`config.mk`:
```
export PLATFORM = sky130hd
export DESIGN_NAME = mm_cmd_initiator
export DESIGN_NICKNAME = d
export VERILOG_FILES = /design/src/rtl/mm_cmd_initiator.sv
export SDC_FILE = /design/constraint.sdc
export NUM_CORES = 1
export LEC_CHECK = 0
export CORE_UTILIZATION = 38
export CTS_CLUSTER_DIAMETER = 80
export DETAILED_ROUTE_END_ITERATION = 8
export GPL_TIMING_DRIVEN = 0
export PLACE_DENSITY = 0.72
export SETUP_SLACK_MARGIN = 0.3
export SLEW_MARGIN = 40
export SYNTH_ARGS = -nofsm -noshare
export SYNTH_HDL_FRONTEND = slang
export SYNTH_SLANG_ARGS = --single-unit
```
`constraint.sdc`:
```
create_clock -name clock -period 2.06 [get_ports clock]
set_input_delay 0.412 -clock clock [delete_from_list [all_inputs] [get_ports clock]]
set_output_delay 0.412 -clock clock [all_outputs]
set_load 0.01 [all_outputs]
```
`src/rtl/mm_cmd_initiator.sv`:
```
// rtl/mm_cmd_initiator.sv - host-side command initiator for the TPM management module
//
// Takes one command at a time from the host, presents the command code and
// parameter to the management module, pulses mm_start, waits for the response
// code (or a timeout) and hands the result back over a valid/ready channel.
// Keeps saturating counters of issued commands and of failed responses.
//
// Parameters:
//   TIMEOUT_CYCLES  cycles spent in WAIT without mm_rc_valid before a timeout (>= 2)
//   TO_W            width of the timeout counter (2**TO_W > TIMEOUT_CYCLES)
//
// Ports:
//   clock, reset                  rising-edge clock, synchronous active-high reset
//   host_valid/host_ready         command handshake; host_cc, host_param carry the command
//   mm_tpm_cc, mm_cmd_param       command held on the management module inputs
//   mm_start                      one-cycle start pulse to the management module
//   mm_rc_valid, mm_rc            response code from the management module
//   resp_valid/resp_ready         response handshake; resp_cc, resp_rc, resp_timeout
//   busy                          high whenever the FSM is not idle
//   cmd_count, err_count          saturating command and error counters
//
// Optional feature (macro MM_BOOT_STARTUP_EN):
//   When defined, the FSM issues TPM2_Startup(SU_CLEAR) by itself after reset.
//   Its result lands in resp_* without raising resp_valid, and the FSM then
//   returns to IDLE. When undefined, the FSM goes straight to IDLE after reset.

module mm_cmd_initiator #(
    parameter int TIMEOUT_CYCLES = 1024,
    parameter int TO_W           = 11
) (
    input  logic        clock,
    input  logic        reset,
    input  logic        host_valid,
    output logic        host_ready,
    input  logic [31:0] host_cc,
    input  logic [32:0] host_param,
    output logic [31:0] mm_tpm_cc,
    output logic [32:0] mm_cmd_param,
    output logic        mm_start,
    input  logic        mm_rc_valid,
    input  logic [31:0] mm_rc,
    output logic        resp_valid,
    input  logic        resp_ready,
    output logic [31:0] resp_cc,
    output logic [31:0] resp_rc,
    output logic        resp_timeout,
    output logic        busy,
    output logic [15:0] cmd_count,
    output logic [15:0] err_count
);

    localparam logic [2:0] S_IDLE  = 3'd0;
    localparam logic [2:0] S_ISSUE = 3'd1;
    localparam logic [2:0] S_WAIT  = 3'd2;
    localparam logic [2:0] S_RESP  = 3'd3;
`ifdef MM_BOOT_STARTUP_EN
    localparam logic [2:0] S_BOOT  = 3'd4;
    localparam logic [2:0] S_AFTER_RESET = S_BOOT;
`else
    localparam logic [2:0] S_AFTER_RESET = S_IDLE;
`endif

    localparam logic [31:0] TPM_RC_SUCCESS = 32'h0000_0000;
    localparam logic [31:0] TPM_RC_FAILURE = 32'h0000_0101;
    localparam logic [31:0] TPM_CC_STARTUP = 32'h0000_0144;
    localparam logic [15:0] COUNT_MAX      = 16'hFFFF;
    localparam logic [TO_W-1:0] TO_LAST    = TO_W'(TIMEOUT_CYCLES - 1);

    logic [2:0]      state;
    logic [2:0]      state_next;
    logic [TO_W-1:0] to_cnt;
    // Set while the command in flight is the internally generated boot
    // command; its result must not be offered to the host.
    logic            boot_cmd;

    logic accept;
    logic timed_out;
    logic wait_done;
    logic rc_fail;

    // host_ready is only ever high in IDLE, so it also qualifies the state.
    assign accept    = host_valid && host_ready;
    assign timed_out = (to_cnt == TO_LAST);
    assign wait_done = (state == S_WAIT) && (mm_rc_valid || timed_out);
    // A real response code takes priority over a coincident timeout.
    assign rc_fail   = mm_rc_valid ? (mm_rc != TPM_RC_SUCCESS) : 1'b1;

    always_comb begin
        state_next = state;
        case (state)
            S_IDLE: begin
                if (accept) begin
                    state_next = S_ISSUE;
                end
            end
`ifdef MM_BOOT_STARTUP_EN
            S_BOOT: begin
                state_next = S_ISSUE;
            end
`endif
            S_ISSUE: begin
                state_next = S_WAIT;
            end
            S_WAIT: begin
                if (wait_done) begin
                    state_next = boot_cmd ? S_IDLE : S_RESP;
                end
            end
            S_RESP: begin
                if (resp_ready) begin
                    state_next = S_IDLE;
                end
            end
            default: begin
                state_next = S_IDLE;
            end
        endcase
    end

    // Handshake and status outputs are registered from the next state so
    // that they are clean flops and read 0 throughout reset.
    always_ff @(posedge clock) begin
        if (reset) begin
            state        <= S_AFTER_RESET;
            host_ready   <= 1'b0;
            busy         <= 1'b0;
            mm_start     <= 1'b0;
            resp_valid   <= 1'b0;
            resp_timeout <= 1'b0;
            mm_tpm_cc    <= 32'h0;
            mm_cmd_param <= 33'h0;
            resp_cc      <= 32'h0;
            resp_rc      <= 32'h0;
            cmd_count    <= 16'h0;
            err_count    <= 16'h0;
            to_cnt       <= '0;
            boot_cmd     <= 1'b0;
        end else begin
            state      <= state_next;
            host_ready <= (state_next == S_IDLE);
            busy       <= (state_next != S_IDLE);
            mm_start   <= (state_next == S_ISSUE);
            resp_valid <= (state_next == S_RESP);

            case (state)
                S_IDLE: begin
                    boot_cmd <= 1'b0;
                    if (accept) begin
                        mm_tpm_cc    <= host_cc;
                        mm_cmd_param <= host_param;
                        resp_cc      <= host_cc;
                    end
                end
`ifdef MM_BOOT_STARTUP_EN
                S_BOOT: begin
                    // TPM2_Startup with SU_CLEAR (parameter all zero).
                    mm_tpm_cc    <= TPM_CC_STARTUP;
                    mm_cmd_param <= 33'h0;
                    resp_cc      <= TPM_CC_STARTUP;
                    boot_cmd     <= 1'b1;
                end
`endif
                S_ISSUE: begin
                    to_cnt <= '0;
                    if (cmd_count != COUNT_MAX) begin
                        cmd_count <= cmd_count + 16'd1;
                    end
                end
                S_WAIT: begin
                    to_cnt <= to_cnt + 1'b1;
                    if (mm_rc_valid) begin
                        resp_rc      <= mm_rc;
                        resp_timeout <= 1'b0;
                    end else if (timed_out) begin
                        resp_rc      <= TPM_RC_FAILURE;
                        resp_timeout <= 1'b1;
                    end
                    // Counted on the edge that leaves WAIT, so the new value
                    // is visible together with the captured result.
                    if (wait_done && rc_fail && (err_count != COUNT_MAX)) begin
                        err_count <= err_count + 16'd1;
                    end
                end
                default: begin
                end
            endcase
        end
    end

endmodule

```
==> run metrics <==
synth warn 0; RSZ-0062 raised after global routing yes; first-pass GRT wire length between 30000 and 40000 um; main combinational cell family by area after synthesis simple AND/OR/NAND/NOR gates; worst min-delay path category input port to flop; detailed-route wire length 22500 um; width of the die 130 um; run status finished, final reports clean; PD cells 601 nW/um^2; setup ws final about 0.14 ns; category of the critical setup timing path flop to flop; Hold Fails Final Rpt 0; final number of max-transition violations 0; share of synthesized cell area in and, or, nand and nor gates 24.2%; starting utilization of the core area 39.0%; Post-Synth Adder-Cell Area less than 1%; Top Ports 268; area fraction in compound gates after synthesis 16.9%; Placement Cell Area 9270 sq um; critical-path cell list buf_6, and4bb_1, and4bb_1, buf_6, o21ai_4, buf_6, or4_4, a21oi_2; number of remaining DRC errors 0; xor/xnor share of the synthesized area around 1.4%; maximum count of clock buffers along a single path 2; maximum capacitance violations 0; Mapped Cells 742; synthesized flop and latch total 148; mean area per synthesized cell ~8.4 sq um; f_max 520 MHz; slowest cell on the critical path sky130_fd_sc_hd__or4_4; post-synthesis to final-layout area growth 76.8%; number of placement rows 46; GP Congestion 0.846; detailed-route via count 6701; worst stage delay on the critical path around 0.4 ns; fraction of synthesized area in multiplexers under 10%; endpoint kind of the worst setup timing path flop; overall die area 16900 sq um; pin count of the biggest net entering global routing 17; EDFF count, synth 0; number of nets in the final layout 1189; Inserted Diodes 0; minimum period implied by the final worst setup slack 1.92 ns; wire per inst 17.2 um; y dimension of the die 130 um; Max-Slew Margin vs Limit between 50% and 60%; top flip-flop cell by instance count after synthesis sky130_fd_sc_hd__dfxtp_1; setup slack after placement -0.592 ns; critical path required time 2.41 ns; nets in the synthesized netlist 847; # setup viols final 0; leakage power 0.00500 uW; worst setup skew after layout 0.0138 ns; clock tree from TritonCTS yes; layout cell share with drive strength beyond 1 a little over a quarter; number of buffers created by CTS 17; HPWL Detailed 14900 um; number of library cell types mapped by synthesis 55; total chip power approximately 6600 uW; maximum level of the CTS H-tree 4; Seq/Total Area, Yosys 47.6%; Avg Vias per Cell 5.10; CTS clk-pin slew, worst paths 0.07 ns; Sequential cell area 3040 sq um; first drt pass iteration count 4; netlist area before placement between 6000 and 7000 sq um; most repeated library cell on the critical path sky130_fd_sc_hd__buf_6; antenna-violating nets left 0; startpoint type of the worst setup path flop; Max rail drop VDD 0.000578 V; Skew-Pair Late Insertion Delay 0.43 ns; DRT iter0 DRCs 354; clock sink count 148; Finished Cell Area 11000 sq um; largest fanout on the critical path 7; GR Overflow Total 0; quantity of I/O buffers inserted on ports 267; cell chosen for the clock root sky130_fd_sc_hd__clkbuf_16; slew of the pin with the lowest slew margin 0.632 ns; arrival time of the worst setup path 2.28 ns; share of synthesized registers carrying an async set or reset 0%; number of global-route vias before repair 6182; period utilisation layout 93.3%; area used by multi-input combinational logic about 3300 sq um; CTS hold repair buffers 0; total global routing track utilization 24.9%; number of antenna violations at the first check in global routing 0; Floorplan Core Area 15900 sq um; utilization of the core after routing between 60 and 70%; count of fill cells added during filler insertion 1250
[cell usage after synthesis (10+ instances only)]
master,number,area (sq um)
sky130_fd_sc_hd__nand2_1,151,567
sky130_fd_sc_hd__dfxtp_1,148,2960
sky130_fd_sc_hd__a21oi_1,88,440
sky130_fd_sc_hd__nor2_1,59,221
sky130_fd_sc_hd__buf_4,33,248
sky130_fd_sc_hd__a22oi_1,32,240
sky130_fd_sc_hd__clkbuf_1,31,116
sky130_fd_sc_hd__nor4_1,15,93.8
sky130_fd_sc_hd__o21ai_0,11,55.1
sky130_fd_sc_hd__o31ai_1,11,82.6
sky130_fd_sc_hd__or4_1,11,82.6
sky130_fd_sc_hd__nand3_1,10,50.1
[path summary, 6_finish.rpt]
kind / from / to / slack (ns) / depth (start not counted)
hold / removal: mm_rc[2] / resp_rc[2] / 0.43 / 3
setup reg to reg: state[2] / err_count[8] / 0.14 / 8
setup / recovery: state[2] / err_count[8] / 0.14 / 8
hold reg to reg: mm_cmd_param[20] / mm_cmd_param[20] / 0.45 / 2
[logic make-up after synthesis]
| family | count (synthesis) |
|---|---|
| compound gates | 170 |
| xor+xnor | 10 |
| fa+ha+maj | 3 |
| buf+inv | 88 |
| flops | 148 |
| mux | 7 |
| other cells | 1 |
| simple gates | 315 |
[metal layers]
| layer | routed length, um | part of all wire, % | track usage (%) |
|---|---|---|---|
| met1 | 8670 | 38 | 27.5 |
| met5 | 0 | 0 | 0 |
| met2 | 11200 | 50 | 43.9 |
| met3 | 2230 | 9.9 | 9.59 |
| met4 | 407 | 1.8 | 8.28 |
[power breakdown]
group / leakage, uW / internal [uW] / switching, uW / total [uW]
Combinational: 0.00351 / 355 / 281 / 637
Clock: 0.000279 / 1810 / 1230 / 3040
Sequential: 0.00122 / 2900 / 32.8 / 2930
[metrics by stage]
step / cells / hold WS (ns) / TNS [ns]
floorplan: 742 / 0.464 / 0
global placement: 1225 / 0.442 / -47.32
detailed placement: 1225 / 0.446 / -46.43
CTS: 1290 / 0.399 / 0
global route: 1313 / 0.438 / 0
finish: 1313 / 0.425 / 0
[what timing repair did]
action | 4_1_cts | 5_1_grt
gates resized for setup | 193 | 132
gates cloned | 2 | 2
buffers inserted | 31 | 21
endpoints found under the setup margin | 220 | 170
pin swaps | 27 | 22
[state kept, by name, summed over array words and instances, names as in the netlist]
name / flops
to_cnt: 11
state: 3
mm_start: 1
resp_timeout: 1
resp_cc: 32
host_ready: 1
err_count: 16
cmd_count: 16
resp_valid: 1
busy: 1
mm_cmd_param: 33
resp_rc: 32
[layout make-up]
| class | count | share of cell area, % |
|---|---|---|
| Clock buffer | 19 | 4.03 |
| Multi-Input combinational cell | 506 | 30.1 |
| Sequential cell | 148 | 27.7 |
| Buffer | 82 | 5.49 |
| Tap cell | 216 | 2.46 |
| Timing Repair Buffer | 323 | 28.9 |
| Inverter | 6 | 0.205 |
| Clock inverter | 13 | 1.22 |
[worst max-delay path: cells and delay by family (launching register included)]
kind	cells	cell delay, ns
AOI/OAI and AO/OA	2	0.23
and+or+nand+nor	3	0.90
DFF	1	0.32
buffers and inverters	3	0.42
[cells in the final DEF, fill, tap and decap left out, types with 8 or more instances in the layout]
cell,instances
sky130_fd_sc_hd__a21oi_1,85
sky130_fd_sc_hd__a22oi_1,8
sky130_fd_sc_hd__a22oi_2,24
sky130_fd_sc_hd__buf_4,74
sky130_fd_sc_hd__buf_6,24
sky130_fd_sc_hd__clkbuf_1,13
sky130_fd_sc_hd__clkbuf_16,17
sky130_fd_sc_hd__clkbuf_2,12
sky130_fd_sc_hd__clkdlybuf4s50_1,147
sky130_fd_sc_hd__dfxtp_1,107
sky130_fd_sc_hd__dfxtp_2,30
sky130_fd_sc_hd__dfxtp_4,11
sky130_fd_sc_hd__dlygate4sd2_1,82
sky130_fd_sc_hd__dlymetal6s2s_1,38
sky130_fd_sc_hd__nand2_1,147
sky130_fd_sc_hd__nand3_1,8
sky130_fd_sc_hd__nand4_1,9
sky130_fd_sc_hd__nor2_1,56
sky130_fd_sc_hd__nor2b_1,9
sky130_fd_sc_hd__nor3_1,8
sky130_fd_sc_hd__nor4_2,8
sky130_fd_sc_hd__o21ai_0,8
sky130_fd_sc_hd__or4_1,9
(Power assumes the default switching activity.)
